--- src/rtl/racalc_arb_pkg.sv ---
// Shared types for the racalc job-descriptor stream merge.
// Holds payload widths, grant-FSM state and source encodings, and the job
// payload carried through the output register.
package racalc_arb_pkg;

    localparam int unsigned CNT_LS_W = 8;
    localparam int unsigned POS_W    = 16;

    typedef enum logic [1:0] {
        IDLE      = 2'd0,
        LOCK_PDE  = 2'd1,
        LOCK_PDAE = 2'd2
    } arb_state_t;

    typedef enum logic {
        SRC_PDE  = 1'b0,
        SRC_PDAE = 1'b1
    } src_t;

    typedef struct packed {
        logic [CNT_LS_W-1:0] cnt_ls;
        logic [POS_W-1:0]    pos;
        src_t                src;
    } job_t;

    // Round-robin partner of a source.
    function automatic src_t other_src(input src_t s);
        return (s == SRC_PDE) ? SRC_PDAE : SRC_PDE;
    endfunction

endpackage

--- src/rtl/racalc_job_arbiter_if.sv ---
// FIFO handshake bundle of the job arbiter: two split (cnt_ls/pos) ap_fifo
// read ports for pde and pdae, and the split racalc_jobs write port plus
// its source tag.
//   master : arbiter side (drives read strobes, din and write strobes)
//   slave  : fifo side (drives dout/empty_n and full_n)
interface racalc_job_arbiter_if;
    import racalc_arb_pkg::*;

    logic [CNT_LS_W-1:0] pde_data_in_V_cnt_ls_V_dout;
    logic                pde_data_in_V_cnt_ls_V_empty_n;
    logic                pde_data_in_V_cnt_ls_V_read;
    logic [POS_W-1:0]    pde_data_in_V_pos_V_dout;
    logic                pde_data_in_V_pos_V_empty_n;
    logic                pde_data_in_V_pos_V_read;

    logic [CNT_LS_W-1:0] pdae_data_in_V_cnt_ls_V_dout;
    logic                pdae_data_in_V_cnt_ls_V_empty_n;
    logic                pdae_data_in_V_cnt_ls_V_read;
    logic [POS_W-1:0]    pdae_data_in_V_pos_V_dout;
    logic                pdae_data_in_V_pos_V_empty_n;
    logic                pdae_data_in_V_pos_V_read;

    logic [CNT_LS_W-1:0] racalc_jobs_V_cnt_ls_V_din;
    logic                racalc_jobs_V_cnt_ls_V_full_n;
    logic                racalc_jobs_V_cnt_ls_V_write;
    logic [POS_W-1:0]    racalc_jobs_V_pos_V_din;
    logic                racalc_jobs_V_pos_V_full_n;
    logic                racalc_jobs_V_pos_V_write;
    logic                racalc_jobs_V_src_V_din;

    modport master (
        input  pde_data_in_V_cnt_ls_V_dout, pde_data_in_V_cnt_ls_V_empty_n,
        output pde_data_in_V_cnt_ls_V_read,
        input  pde_data_in_V_pos_V_dout, pde_data_in_V_pos_V_empty_n,
        output pde_data_in_V_pos_V_read,
        input  pdae_data_in_V_cnt_ls_V_dout, pdae_data_in_V_cnt_ls_V_empty_n,
        output pdae_data_in_V_cnt_ls_V_read,
        input  pdae_data_in_V_pos_V_dout, pdae_data_in_V_pos_V_empty_n,
        output pdae_data_in_V_pos_V_read,
        output racalc_jobs_V_cnt_ls_V_din, racalc_jobs_V_cnt_ls_V_write,
        input  racalc_jobs_V_cnt_ls_V_full_n,
        output racalc_jobs_V_pos_V_din, racalc_jobs_V_pos_V_write,
        input  racalc_jobs_V_pos_V_full_n,
        output racalc_jobs_V_src_V_din
    );

    modport slave (
        output pde_data_in_V_cnt_ls_V_dout, pde_data_in_V_cnt_ls_V_empty_n,
        input  pde_data_in_V_cnt_ls_V_read,
        output pde_data_in_V_pos_V_dout, pde_data_in_V_pos_V_empty_n,
        input  pde_data_in_V_pos_V_read,
        output pdae_data_in_V_cnt_ls_V_dout, pdae_data_in_V_cnt_ls_V_empty_n,
        input  pdae_data_in_V_cnt_ls_V_read,
        output pdae_data_in_V_pos_V_dout, pdae_data_in_V_pos_V_empty_n,
        input  pdae_data_in_V_pos_V_read,
        input  racalc_jobs_V_cnt_ls_V_din, racalc_jobs_V_cnt_ls_V_write,
        output racalc_jobs_V_cnt_ls_V_full_n,
        input  racalc_jobs_V_pos_V_din, racalc_jobs_V_pos_V_write,
        output racalc_jobs_V_pos_V_full_n,
        input  racalc_jobs_V_src_V_din
    );

endinterface

--- src/rtl/racalc_job_outreg.sv ---
// One-entry registered output stage for a job stream merge.
// Ports:
//   clk, rst_n   clock and synchronous active-low reset
//   load         capture job_in this cycle (caller guarantees can_load_c)
//   job_in       payload to capture
//   full_n       downstream can accept (all sink fifos ANDed)
//   valid        a word is held in job_out
//   job_out      held payload, stable while not written
//   write_c      word transfers downstream this cycle
//   can_load_c   register is free now or frees up this cycle
module racalc_job_outreg
    import racalc_arb_pkg::*;
(
    input  logic clk,
    input  logic rst_n,
    input  logic load,
    input  job_t job_in,
    input  logic full_n,
    output logic valid,
    output job_t job_out,
    output logic write_c,
    output logic can_load_c
);

    assign write_c    = valid & full_n;
    // A write and a load in the same cycle keeps the stage full at 1 word/cycle.
    assign can_load_c = ~valid | write_c;

    // Holding register; payload only changes on load so din stays stable under back-pressure.
    always_ff @(posedge clk) begin
        if (!rst_n) begin
            valid   <= 1'b0;
            job_out <= '0;
        end else if (load) begin
            valid   <= 1'b1;
            job_out <= job_in;
        end else if (write_c) begin
            valid   <= 1'b0;
        end
    end

endmodule

--- src/rtl/racalc_job_arbiter.sv ---
// Merges the pde and pdae job-descriptor streams into racalc_jobs with
// burst-level round-robin arbitration and a one-entry output register.
// Ports:
//   ap_clk, ap_rst_n   clock and synchronous active-low reset
//   ap_start           enables new burst grants (running bursts always finish)
//   ap_idle            no burst in progress and output register empty
//   bus                fifo handshakes (see racalc_job_arbiter_if)
//   pde_word_cnt       wrapping count of words read from pde
//   pdae_word_cnt      wrapping count of words read from pdae
module racalc_job_arbiter
    import racalc_arb_pkg::*;
#(
    parameter int unsigned LAST_BIT = 7,
    parameter int unsigned CNT_W    = 16
) (
    input  logic                 ap_clk,
    input  logic                 ap_rst_n,
    input  logic                 ap_start,
    output logic                 ap_idle,
    racalc_job_arbiter_if.master bus,
    output logic [CNT_W-1:0]     pde_word_cnt,
    output logic [CNT_W-1:0]     pdae_word_cnt
);

    arb_state_t state_q, state_d;
    src_t       last_grant_q, last_grant_d;
    src_t       pick;

    logic pde_ready, pdae_ready;
    logic pde_last, pdae_last;
    logic rd_pde, rd_pdae;
    logic load;
    logic out_valid, out_write_c, can_load_c, full_n;
    job_t sel_job, out_job;

    // A source is only usable when both halves of its word are present.
    assign pde_ready  = bus.pde_data_in_V_cnt_ls_V_empty_n  & bus.pde_data_in_V_pos_V_empty_n;
    assign pdae_ready = bus.pdae_data_in_V_cnt_ls_V_empty_n & bus.pdae_data_in_V_pos_V_empty_n;
    assign pde_last   = bus.pde_data_in_V_cnt_ls_V_dout[LAST_BIT];
    assign pdae_last  = bus.pdae_data_in_V_cnt_ls_V_dout[LAST_BIT];
    assign full_n     = bus.racalc_jobs_V_cnt_ls_V_full_n & bus.racalc_jobs_V_pos_V_full_n;

    // Grant state register.
    always_ff @(posedge ap_clk) begin
        if (!ap_rst_n) begin
            state_q      <= IDLE;
            last_grant_q <= SRC_PDAE;
        end else begin
            state_q      <= state_d;
            last_grant_q <= last_grant_d;
        end
    end

    // Grant next-state and read-strobe decode.
    always_comb begin
        state_d      = state_q;
        last_grant_d = last_grant_q;
        pick         = SRC_PDE;
        rd_pde       = 1'b0;
        rd_pdae      = 1'b0;
        case (state_q)
            IDLE: begin
                if (ap_start && can_load_c && (pde_ready || pdae_ready)) begin
                    if (pde_ready && pdae_ready) begin
                        pick = other_src(last_grant_q);
                    end else begin
                        pick = pde_ready ? SRC_PDE : SRC_PDAE;
                    end
                    last_grant_d = pick;
                    if (pick == SRC_PDE) begin
                        rd_pde = 1'b1;
                        if (!pde_last) state_d = LOCK_PDE;
                    end else begin
                        rd_pdae = 1'b1;
                        if (!pdae_last) state_d = LOCK_PDAE;
                    end
                end
            end
            LOCK_PDE: begin
                if (can_load_c && pde_ready) begin
                    rd_pde = 1'b1;
                    if (pde_last) state_d = IDLE;
                end
            end
            LOCK_PDAE: begin
                if (can_load_c && pdae_ready) begin
                    rd_pdae = 1'b1;
                    if (pdae_last) state_d = IDLE;
                end
            end
            default: state_d = IDLE;
        endcase
    end

    assign load = rd_pde | rd_pdae;

    // Payload mux for the word being read this cycle.
    always_comb begin
        sel_job = '0;
        if (rd_pdae) begin
            sel_job.cnt_ls = bus.pdae_data_in_V_cnt_ls_V_dout;
            sel_job.pos    = bus.pdae_data_in_V_pos_V_dout;
            sel_job.src    = SRC_PDAE;
        end else begin
            sel_job.cnt_ls = bus.pde_data_in_V_cnt_ls_V_dout;
            sel_job.pos    = bus.pde_data_in_V_pos_V_dout;
            sel_job.src    = SRC_PDE;
        end
    end

    racalc_job_outreg u_outreg (
        .clk        (ap_clk),
        .rst_n      (ap_rst_n),
        .load       (load),
        .job_in     (sel_job),
        .full_n     (full_n),
        .valid      (out_valid),
        .job_out    (out_job),
        .write_c    (out_write_c),
        .can_load_c (can_load_c)
    );

    // Both halves of a source are always popped together.
    assign bus.pde_data_in_V_cnt_ls_V_read  = rd_pde;
    assign bus.pde_data_in_V_pos_V_read     = rd_pde;
    assign bus.pdae_data_in_V_cnt_ls_V_read = rd_pdae;
    assign bus.pdae_data_in_V_pos_V_read    = rd_pdae;

    assign bus.racalc_jobs_V_cnt_ls_V_write = out_write_c;
    assign bus.racalc_jobs_V_pos_V_write    = out_write_c;
    assign bus.racalc_jobs_V_cnt_ls_V_din   = out_job.cnt_ls;
    assign bus.racalc_jobs_V_pos_V_din      = out_job.pos;
    assign bus.racalc_jobs_V_src_V_din      = out_job.src;

    assign ap_idle = (state_q == IDLE) & ~out_valid;

    // Per-source forwarded-word counters, wrapping.
    always_ff @(posedge ap_clk) begin
        if (!ap_rst_n) begin
            pde_word_cnt  <= '0;
            pdae_word_cnt <= '0;
        end else begin
            if (rd_pde)  pde_word_cnt  <= pde_word_cnt  + CNT_W'(1);
            if (rd_pdae) pdae_word_cnt <= pdae_word_cnt + CNT_W'(1);
        end
    end

endmodule

--- src/flat_wrapper.sv ---
// flat-port wrapper written by rule: the top's interface ports become plain ports
module racalc_job_arbiter_flat import racalc_arb_pkg::*;
#(
    parameter int unsigned LAST_BIT = 7,
    parameter int unsigned CNT_W    = 16
)
  (ap_clk, ap_rst_n, ap_start, ap_idle, pde_word_cnt, pdae_word_cnt, bus_pde_data_in_V_cnt_ls_V_dout, bus_pde_data_in_V_cnt_ls_V_empty_n, bus_pde_data_in_V_cnt_ls_V_read, bus_pde_data_in_V_pos_V_dout, bus_pde_data_in_V_pos_V_empty_n, bus_pde_data_in_V_pos_V_read, bus_pdae_data_in_V_cnt_ls_V_dout, bus_pdae_data_in_V_cnt_ls_V_empty_n, bus_pdae_data_in_V_cnt_ls_V_read, bus_pdae_data_in_V_pos_V_dout, bus_pdae_data_in_V_pos_V_empty_n, bus_pdae_data_in_V_pos_V_read, bus_racalc_jobs_V_cnt_ls_V_din, bus_racalc_jobs_V_cnt_ls_V_write, bus_racalc_jobs_V_cnt_ls_V_full_n, bus_racalc_jobs_V_pos_V_din, bus_racalc_jobs_V_pos_V_write, bus_racalc_jobs_V_pos_V_full_n, bus_racalc_jobs_V_src_V_din);
  racalc_job_arbiter_if bus_i ();
  input  logic ap_clk;
  input  logic ap_rst_n;
  input  logic ap_start;
  output logic ap_idle;
  output logic [CNT_W-1:0] pde_word_cnt;
  output logic [CNT_W-1:0] pdae_word_cnt;
  input wire logic [$bits(bus_i.pde_data_in_V_cnt_ls_V_dout)-1:0] bus_pde_data_in_V_cnt_ls_V_dout;
  input wire logic [$bits(bus_i.pde_data_in_V_cnt_ls_V_empty_n)-1:0] bus_pde_data_in_V_cnt_ls_V_empty_n;
  output wire logic [$bits(bus_i.pde_data_in_V_cnt_ls_V_read)-1:0] bus_pde_data_in_V_cnt_ls_V_read;
  input wire logic [$bits(bus_i.pde_data_in_V_pos_V_dout)-1:0] bus_pde_data_in_V_pos_V_dout;
  input wire logic [$bits(bus_i.pde_data_in_V_pos_V_empty_n)-1:0] bus_pde_data_in_V_pos_V_empty_n;
  output wire logic [$bits(bus_i.pde_data_in_V_pos_V_read)-1:0] bus_pde_data_in_V_pos_V_read;
  input wire logic [$bits(bus_i.pdae_data_in_V_cnt_ls_V_dout)-1:0] bus_pdae_data_in_V_cnt_ls_V_dout;
  input wire logic [$bits(bus_i.pdae_data_in_V_cnt_ls_V_empty_n)-1:0] bus_pdae_data_in_V_cnt_ls_V_empty_n;
  output wire logic [$bits(bus_i.pdae_data_in_V_cnt_ls_V_read)-1:0] bus_pdae_data_in_V_cnt_ls_V_read;
  input wire logic [$bits(bus_i.pdae_data_in_V_pos_V_dout)-1:0] bus_pdae_data_in_V_pos_V_dout;
  input wire logic [$bits(bus_i.pdae_data_in_V_pos_V_empty_n)-1:0] bus_pdae_data_in_V_pos_V_empty_n;
  output wire logic [$bits(bus_i.pdae_data_in_V_pos_V_read)-1:0] bus_pdae_data_in_V_pos_V_read;
  output wire logic [$bits(bus_i.racalc_jobs_V_cnt_ls_V_din)-1:0] bus_racalc_jobs_V_cnt_ls_V_din;
  output wire logic [$bits(bus_i.racalc_jobs_V_cnt_ls_V_write)-1:0] bus_racalc_jobs_V_cnt_ls_V_write;
  input wire logic [$bits(bus_i.racalc_jobs_V_cnt_ls_V_full_n)-1:0] bus_racalc_jobs_V_cnt_ls_V_full_n;
  output wire logic [$bits(bus_i.racalc_jobs_V_pos_V_din)-1:0] bus_racalc_jobs_V_pos_V_din;
  output wire logic [$bits(bus_i.racalc_jobs_V_pos_V_write)-1:0] bus_racalc_jobs_V_pos_V_write;
  input wire logic [$bits(bus_i.racalc_jobs_V_pos_V_full_n)-1:0] bus_racalc_jobs_V_pos_V_full_n;
  output wire logic [$bits(bus_i.racalc_jobs_V_src_V_din)-1:0] bus_racalc_jobs_V_src_V_din;
  assign bus_i.pde_data_in_V_cnt_ls_V_dout = bus_pde_data_in_V_cnt_ls_V_dout;
  assign bus_i.pde_data_in_V_cnt_ls_V_empty_n = bus_pde_data_in_V_cnt_ls_V_empty_n;
  assign bus_pde_data_in_V_cnt_ls_V_read = bus_i.pde_data_in_V_cnt_ls_V_read;
  assign bus_i.pde_data_in_V_pos_V_dout = bus_pde_data_in_V_pos_V_dout;
  assign bus_i.pde_data_in_V_pos_V_empty_n = bus_pde_data_in_V_pos_V_empty_n;
  assign bus_pde_data_in_V_pos_V_read = bus_i.pde_data_in_V_pos_V_read;
  assign bus_i.pdae_data_in_V_cnt_ls_V_dout = bus_pdae_data_in_V_cnt_ls_V_dout;
  assign bus_i.pdae_data_in_V_cnt_ls_V_empty_n = bus_pdae_data_in_V_cnt_ls_V_empty_n;
  assign bus_pdae_data_in_V_cnt_ls_V_read = bus_i.pdae_data_in_V_cnt_ls_V_read;
  assign bus_i.pdae_data_in_V_pos_V_dout = bus_pdae_data_in_V_pos_V_dout;
  assign bus_i.pdae_data_in_V_pos_V_empty_n = bus_pdae_data_in_V_pos_V_empty_n;
  assign bus_pdae_data_in_V_pos_V_read = bus_i.pdae_data_in_V_pos_V_read;
  assign bus_racalc_jobs_V_cnt_ls_V_din = bus_i.racalc_jobs_V_cnt_ls_V_din;
  assign bus_racalc_jobs_V_cnt_ls_V_write = bus_i.racalc_jobs_V_cnt_ls_V_write;
  assign bus_i.racalc_jobs_V_cnt_ls_V_full_n = bus_racalc_jobs_V_cnt_ls_V_full_n;
  assign bus_racalc_jobs_V_pos_V_din = bus_i.racalc_jobs_V_pos_V_din;
  assign bus_racalc_jobs_V_pos_V_write = bus_i.racalc_jobs_V_pos_V_write;
  assign bus_i.racalc_jobs_V_pos_V_full_n = bus_racalc_jobs_V_pos_V_full_n;
  assign bus_racalc_jobs_V_src_V_din = bus_i.racalc_jobs_V_src_V_din;
  racalc_job_arbiter #(.LAST_BIT(LAST_BIT), .CNT_W(CNT_W)) u_core (.ap_clk(ap_clk), .ap_rst_n(ap_rst_n), .ap_start(ap_start), .ap_idle(ap_idle), .bus(bus_i), .pde_word_cnt(pde_word_cnt), .pdae_word_cnt(pdae_word_cnt));
endmodule
--- config.mk ---
export PLATFORM = sky130hd
export DESIGN_NAME = racalc_job_arbiter_flat
export DESIGN_NICKNAME = d
export VERILOG_FILES = /design/src/rtl/racalc_arb_pkg.sv /design/src/rtl/racalc_job_arbiter_if.sv /design/src/rtl/racalc_job_outreg.sv /design/src/rtl/racalc_job_arbiter.sv /design/src/flat_wrapper.sv
export SDC_FILE = /design/constraint.sdc
export NUM_CORES = 1
export LEC_CHECK = 0
export CELL_PAD_IN_SITES_DETAIL_PLACEMENT = 1
export CELL_PAD_IN_SITES_GLOBAL_PLACEMENT = 2
export CORE_ASPECT_RATIO = 0.7
export CORE_MARGIN = 5
export CORE_UTILIZATION = 27
export CTS_BUF_LIST = sky130_fd_sc_hd__clkbuf_4 sky130_fd_sc_hd__clkbuf_8
export CTS_CLUSTER_DIAMETER = 40
export CTS_CLUSTER_SIZE = 25
export DETAILED_ROUTE_END_ITERATION = 8
export PLACE_DENSITY_LB_ADDON = 0.1
export REMOVE_ABC_BUFFERS = 1
export SLEW_MARGIN = 20
export SYNTH_ARGS = -nofsm -noshare
export SYNTH_HDL_FRONTEND = slang
export SYNTH_HIERARCHICAL = 1
export SYNTH_SLANG_ARGS = --single-unit
--- constraint.sdc ---
create_clock -name ap_clk -period 3.2 [get_ports ap_clk]
set_input_delay 0.64 -clock ap_clk [delete_from_list [all_inputs] [get_ports ap_clk]]
set_output_delay 0.64 -clock ap_clk [all_outputs]
set_load 0.01 [all_outputs]
# Word-level counts from Yosys, hierarchy flattened
# Index checks and enable logic that the tools add are counted.
totals:
  output_inout_bits: 64
  register_bits: 61
  elab_cells: 62
  input_bits: 57
op_classes:
  addsub: 2
  mux: 25
  reduce_logical: 10
  n_eq_ne: 9
  bitwise_logic: 8
ops:
  columns: ["cell", "n"]
  rows:
  - ["$add 16x1->16 const B", 2]
  - ["$mux 25", 1]
  - ["$mux 2", 8]
  - ["$mux 1", 13]
  - ["$reduce_and 7->1", 1]
  - ["$ne 2x1->1 const B", 3]
  - ["$pmux 2 s3", 1]
  - ["$and 1x1->1", 5]
  - ["$logic_and 1x1->1", 5]
  - ["$ne 2x2->1 const B", 2]
  - ["$pmux 1 s2", 2]
  - ["$ne 3x2->1 const B", 1]
  - ["$ne 3x3->1 const B", 1]
  - ["$eq 2x1->1 const B", 1]
  - ["$eq 2x2->1 const B", 1]
  - ["$logic_not 2->1", 1]
  - ["$or 1x1->1", 2]
  - ["$reduce_and 2->1", 1]
  - ["$reduce_bool 2->1", 1]
  - ["$logic_or 1x1->1", 1]
  - ["$not 1->1", 1]

# Longest topological paths before layout
depth:
  ltp_word: 12
  depth_mapped: 11
  depth_no_buf: 8

# Cells and area by module
# The synthesis kept the hierarchy.
by_module_without_submodules:
  columns: ["mod", "instances", "cells_each", "seq_area_each_um2", "area_per_inst_um2"]
  rows:
  - ["racalc_job_arbiter", 1, 260, 700.7, 2257.2]
  - ["racalc_job_outreg", 1, 85, 520.5, 1009.7]

# Worst setup path before layout
# OpenSTA, ideal clock, no wires.
synth_timing:
  path_type: "input -> output"
  start: "in bus_racalc_jobs_V_cnt_ls_V_full_n"
  end: "out bus_pdae_data_in_V_pos_V_read"
  t_arrival_ns: 1.980
  t_required_ns: 2.560
  path_stages: 7
  n_path_buf: 2
  setup_slack_ns: 0.580
  cell_sequence: "and2_1 -> nand2b_1 -> nand4bb_4 -> o21a_4 -> nor2_2 -> buf_4 -> buf_4"
synth_via:
  elab_chain_cells: 7
  elab_cells_between_ends: 9
  classes_between: "mux: 3; bitwise: 3; reduce/logical: 3"
synth_rtl:
  columns: ["element", "line_no", "source"]
  rows:
  - ["from (decl)", "flat_wrapper.sv:29", "input wire logic [$bits(bus_i.racalc_jobs_V_cnt_ls_V_full_n)-1:0] bus_racalc_jobs_V_cnt_ls_V_full_n;"]
  - ["$and 1x1->1 *", "racalc_job_arbiter.sv:41", "assign full_n = bus.racalc_jobs_V_cnt_ls_V_full_n & bus.racalc_jobs_V_pos_V_full_n;"]
  - ["$and 1x1->1 *", "racalc_job_outreg.sv:25", "assign write_c = valid & full_n;"]
  - ["$or 1x1->1 *", "racalc_job_outreg.sv:27", "assign can_load_c = ~valid | write_c;"]
  - ["net u_core.can_load_c", "racalc_job_arbiter.sv:33", "logic out_valid, out_write_c, can_load_c, full_n;"]
  - ["$logic_and 1x1->1 (2 in a row)", "racalc_job_arbiter.sv:63", "if (ap_start && can_load_c && (pde_ready || pdae_ready)) begin"]
  - ["$mux 1", "racalc_job_arbiter.sv:63", null]
  - ["$pmux 1 s2 *", "racalc_job_arbiter.sv:61", "case (state_q)"]
  - ["to (decl)", "flat_wrapper.sv:26", "output wire logic [$bits(bus_i.pdae_data_in_V_pos_V_read)-1:0] bus_pdae_data_in_V_pos_V_read;"]
# Mark *: on every way through the listed nets, which the timed path passes. The rest lies on a longest branch.

# Worst setup path in the final report
layout_timing:
  start: "in bus_racalc_jobs_V_cnt_ls_V_full_n"
  end: "out bus_pde_data_in_V_pos_V_read"
layout_via:
  elab_chain_cells: 7
  elab_cells_between_ends: 9
  classes_between: "mux: 3; bitwise: 3; reduce/logical: 3"
layout_rtl:
  columns: ["element", "line_no", "source"]
  rows:
  - ["$and 1x1->1 *", "racalc_job_arbiter.sv:41", null]
  - ["net u_core.full_n", "racalc_job_arbiter.sv:33", null]
  - ["$and 1x1->1 *", "racalc_job_outreg.sv:25", null]
  - ["$or 1x1->1 *", "racalc_job_outreg.sv:27", null]
  - ["net u_core.can_load_c", "racalc_job_arbiter.sv:33", null]
  - ["$logic_and 1x1->1 (2 in a row)", "racalc_job_arbiter.sv:63", null]
  - ["$mux 1", "racalc_job_arbiter.sv:63", null]
  - ["$pmux 1 s2 *", "racalc_job_arbiter.sv:61", null]
  - ["to (decl)", "flat_wrapper.sv:20", "output wire logic [$bits(bus_i.pde_data_in_V_pos_V_read)-1:0] bus_pde_data_in_V_pos_V_read;"]
# Marked as above.

==> impl_metrics.py <==
metrics = {
    "die": {
        "design.die.area_um2": 14400,
        "io_pins": 121,
        "fp-row-count": 33,
        "die_x_um": 141,
        "initial_core_util_pct": 27.8,
        "die_h_um": 102,
        "fp.coreArea_um2": 11800,
    },
    "synthesis": {
        "synth_compound_area_share_pct": 11.0,
        "synth_seq_cells": 61,
        "yosysTopAreaCell": "dfxtp_1",
        "netlist_instances": 345,
        "synthTopCellsByArea": "dfxtp_1 37%, mux2i_1 11%, mux2_2 8.3%",
        "synth_top_family_by_area": "simple AND/OR/NAND/NOR gates",
        "yosysWarnings": 6,
        "synthDistinctLibCells": 47,
        "syn_area_um2": 3270,
        "synth_simple_gate_area_share_pct": 25.7,
        "synth_xor_area_share_pct": 0,
        "synth.avg_cell_area_um2": 9.47,
        "synth_top_area_share_pct": 37.4,
        "yosysSeqAreaShare_pct": 37.4,
        "muxShareOfSynthArea_pct": 19.3,
        "async_flop_share_pct": 0,
        "synth_enable_flop_cells": 0,
        "synth_ff_type": "dfxtp_1",
        "synthAdderAreaFrac_pct": 0.766,
    },
    "detailed_routing": {
        "drt-initial-drc-count": 109,
        "via_per_inst": 4.87,
        "wirelength_um": 10100,
        "vias": 3056,
        "route.detailed.drc": 0,
        "route.detailed.wl_per_inst_um": 16.1,
        "first_pass_iters": 4,
        "final_antenna_net_count": 0,
    },
    "global_route": {
        "grt_pass1_wl_um": 16400,
        "grt_max_degree": 57,
        "antenna_found_initial": 0,
        "grt-ovfl-total": 0,
        "grt_pass1_vias": 3218,
        "grt_usage_pct": 14.2,
    },
    "sta": {
        "setup_viol": 0,
        "slew_violations": 0,
        "period_share_pct": 95.5,
        "max_freq_ghz": 0.327,
        "clock_skew_ps": 6.07,
        "worst_hold_slack_ps": 473,
        "slew-limit-headroom_pct": 64.3,
        "hold_viol": 0,
        "rsz0062_at_grt": "no",
        "worstMarginPinSlew_ps": 535,
        "period_minus_slack_ps": 3060,
    },
    "power": {
        "p_seq_share_pct": 45.9,
        "power.leakage_nw": 1.60,
        "switching_power_uw": 455,
        "netSwitchingFraction_pct": 26.2,
        "p_int_mw": 1.28,
        "combPwrFrac_pct": 18.5,
        "ir_drop_uv": 163,
        "powerDensity_nw_per_um2": 362,
        "p_clk_share_pct": 35.6,
    },
    "critical_path": {
        "crit_fanout": 4,
        "required_ps": 2560,
        "cp-start-kind": "primary input",
        "crit_arrival_ps": 2420,
        "cp-end-kind": "output pin",
        "crit_type": "primary input to output pin",
        "rr_worst_depth": 7,
    },
    "cells_and_area": {
        "diodes": 0,
        "final_area_um2": 4810,
        "synthToLayoutAreaGrowth_pct": 47.1,
        "fin_cells": 628,
        "mostFrequentLayoutCells": "117 x clkdlybuf4s50_1, 61 x dfxtp_1, 36 x mux2i_1, 27 x nand2_1, 25 x nor2b_1",
        "nets": 525,
        "layout_commonest_cell": "clkdlybuf4s50_1",
        "layout-drive-gt1-share_pct": 13.4,
    },
    "cts": {
        "htree_levels": 3,
        "clockBufferDepth": 2,
        "cts_root_buffer": "clkbuf_8",
        "holdBufCountCts": 0,
        "cts_made_buffers": 9,
        "clk_pin_slew_ps": 60,
        "insertion_delay_ps": 340,
        "cts_tree": "yes",
        "cts.sinks": 61,
    },
    "job": {
        "maxCapViolCount": 0,
    },
    "hold_path": {
        "hold_depth": 2,
        "holdCritPathClass": "flip-flop to flip-flop",
    },
    "outcome": {
        "outcome": "finished clean",
    },
    "place": {
        "gp_congestion": 0.814,
        "io_buffer_count": 120,
        "dp_cells": 612,
        "placed_cell_area_um2": 4620,
        "dp_hpwl_um": 7440,
    },
}
==> cell usage after synthesis (2+ instances only) <==
library cell  instances
and3_1                3
o41ai_1               3
buf_12                2
buf_4                 5
mux2_2               24
nand3b_1              3
or4_1                14
a21oi_1              20
buf_6                 3
nor4_1                8
nand4_1               8
nand3_1              10
o311ai_0              3
nand2b_1             14
and2_1                4
nor2b_1              25
and4_1                3
nor3_1                4
o21ai_0               8
clkbuf_1             10
buf_2                 2
inv_1                 7
o31ai_1              12
dfxtp_1              61
nand2_1              27
or3_1                 5
ha_1                  2
mux2i_1              36
==> cell type report <==
| class | instances | area (um2) |
|---|---|---|
| fill | 1341 | 6960 |
| multi-input combinational | 254 | 1880 |
| timing repair buffer | 133 | 1310 |
| sequential | 61 | 1220 |
| tap | 157 | 196 |
| clock buffer | 11 | 151 |
| inverter | 7 | 26.3 |
| clock inverter | 5 | 25.0 |
==> metal layers <==
layer | GRT usage, % | routed length (um)
met5 | 0 | 0
met4 | 3.10 | 83
met3 | 6.69 | 852
met2 | 21.7 | 4520
met1 | 18.4 | 4680
==> sequential cells by signal, indices dropped and copies added (netlist names) <==
register and flops:
u_core/state_q 2, u_core/pdae_word_cnt 16, u_core/u_outreg/valid 1, u_core/last_grant_q 1
u_core/u_outreg/job_out 25, u_core/pde_word_cnt 16
==> path summary, 6_finish.rpt <==
check                                       start                                       end  slack (ps)
max             bus_racalc_jobs_V_cnt_ls_V_full_n              bus_pde_data_in_V_pos_V_read         140
min          u_core/pde_word_cnt[15]$_SDFFE_PN0P_      u_core/pde_word_cnt[15]$_SDFFE_PN0P_         470
max reg2reg        u_core/state_q[0]$_SDFFE_PN0P_  u_core/u_outreg/job_out[16]$_SDFFE_PN0P_        1050
min reg2reg  u_core/pde_word_cnt[15]$_SDFFE_PN0P_      u_core/pde_word_cnt[15]$_SDFFE_PN0P_         470
==> logic make-up (layout without fill, tap and decap cells) <==
family	Yosys count	count (layout)
AOI/OAI and AO/OA	55	55
and+or+nand+nor	137	137
adders and majority gates	2	2
buffers and inverters	30	156
DFF	61	61
muxes	60	60
==> per-stage QoR <==
step	total power, mW	util, %	TNS, ps	setup slack, ps
floorplan	0.954	-	-14720	-572
global placement	1.14	39.3	-50.7	-26.0
detailed placement	1.14	39.3	-108	-54.4
CTS	1.78	40.8	0	8.79
global route	1.84	40.9	0	31.7
finish	1.74	40.9	0	143
==> power groups by stage <==
| stage | logic, mW | registers, mW | clock network, mW |
|---|---|---|---|
| global placement | 0.323 | 0.813 | 0 |
| detailed placement | 0.326 | 0.814 | 0 |
| floorplan | 0.132 | 0.822 | 0 |
| CTS | 0.328 | 0.798 | 0.657 |
| finish | 0.322 | 0.798 | 0.619 |
| global route | 0.351 | 0.801 | 0.691 |
==> worst max-delay path, cell delays in order <==
cell and delay, ps:
clkdlybuf4s50_1 450, and2_1 150, nand2b_2 180, buf_4 140, nand4b_1 130, nor2_2 160, clkdlybuf4s50_1 560
==> repair_timing <==
| action | in CTS | in global routing |
|---|---|---|
| setup endpoints to repair | 4 | 3 |
| gates resized for setup | 2 | 2 |
| setup buffers | 0 | 0 |
| endpoints found under the hold margin | 0 | 0 |
Note: power is estimated with default switching activity, not from simulation.
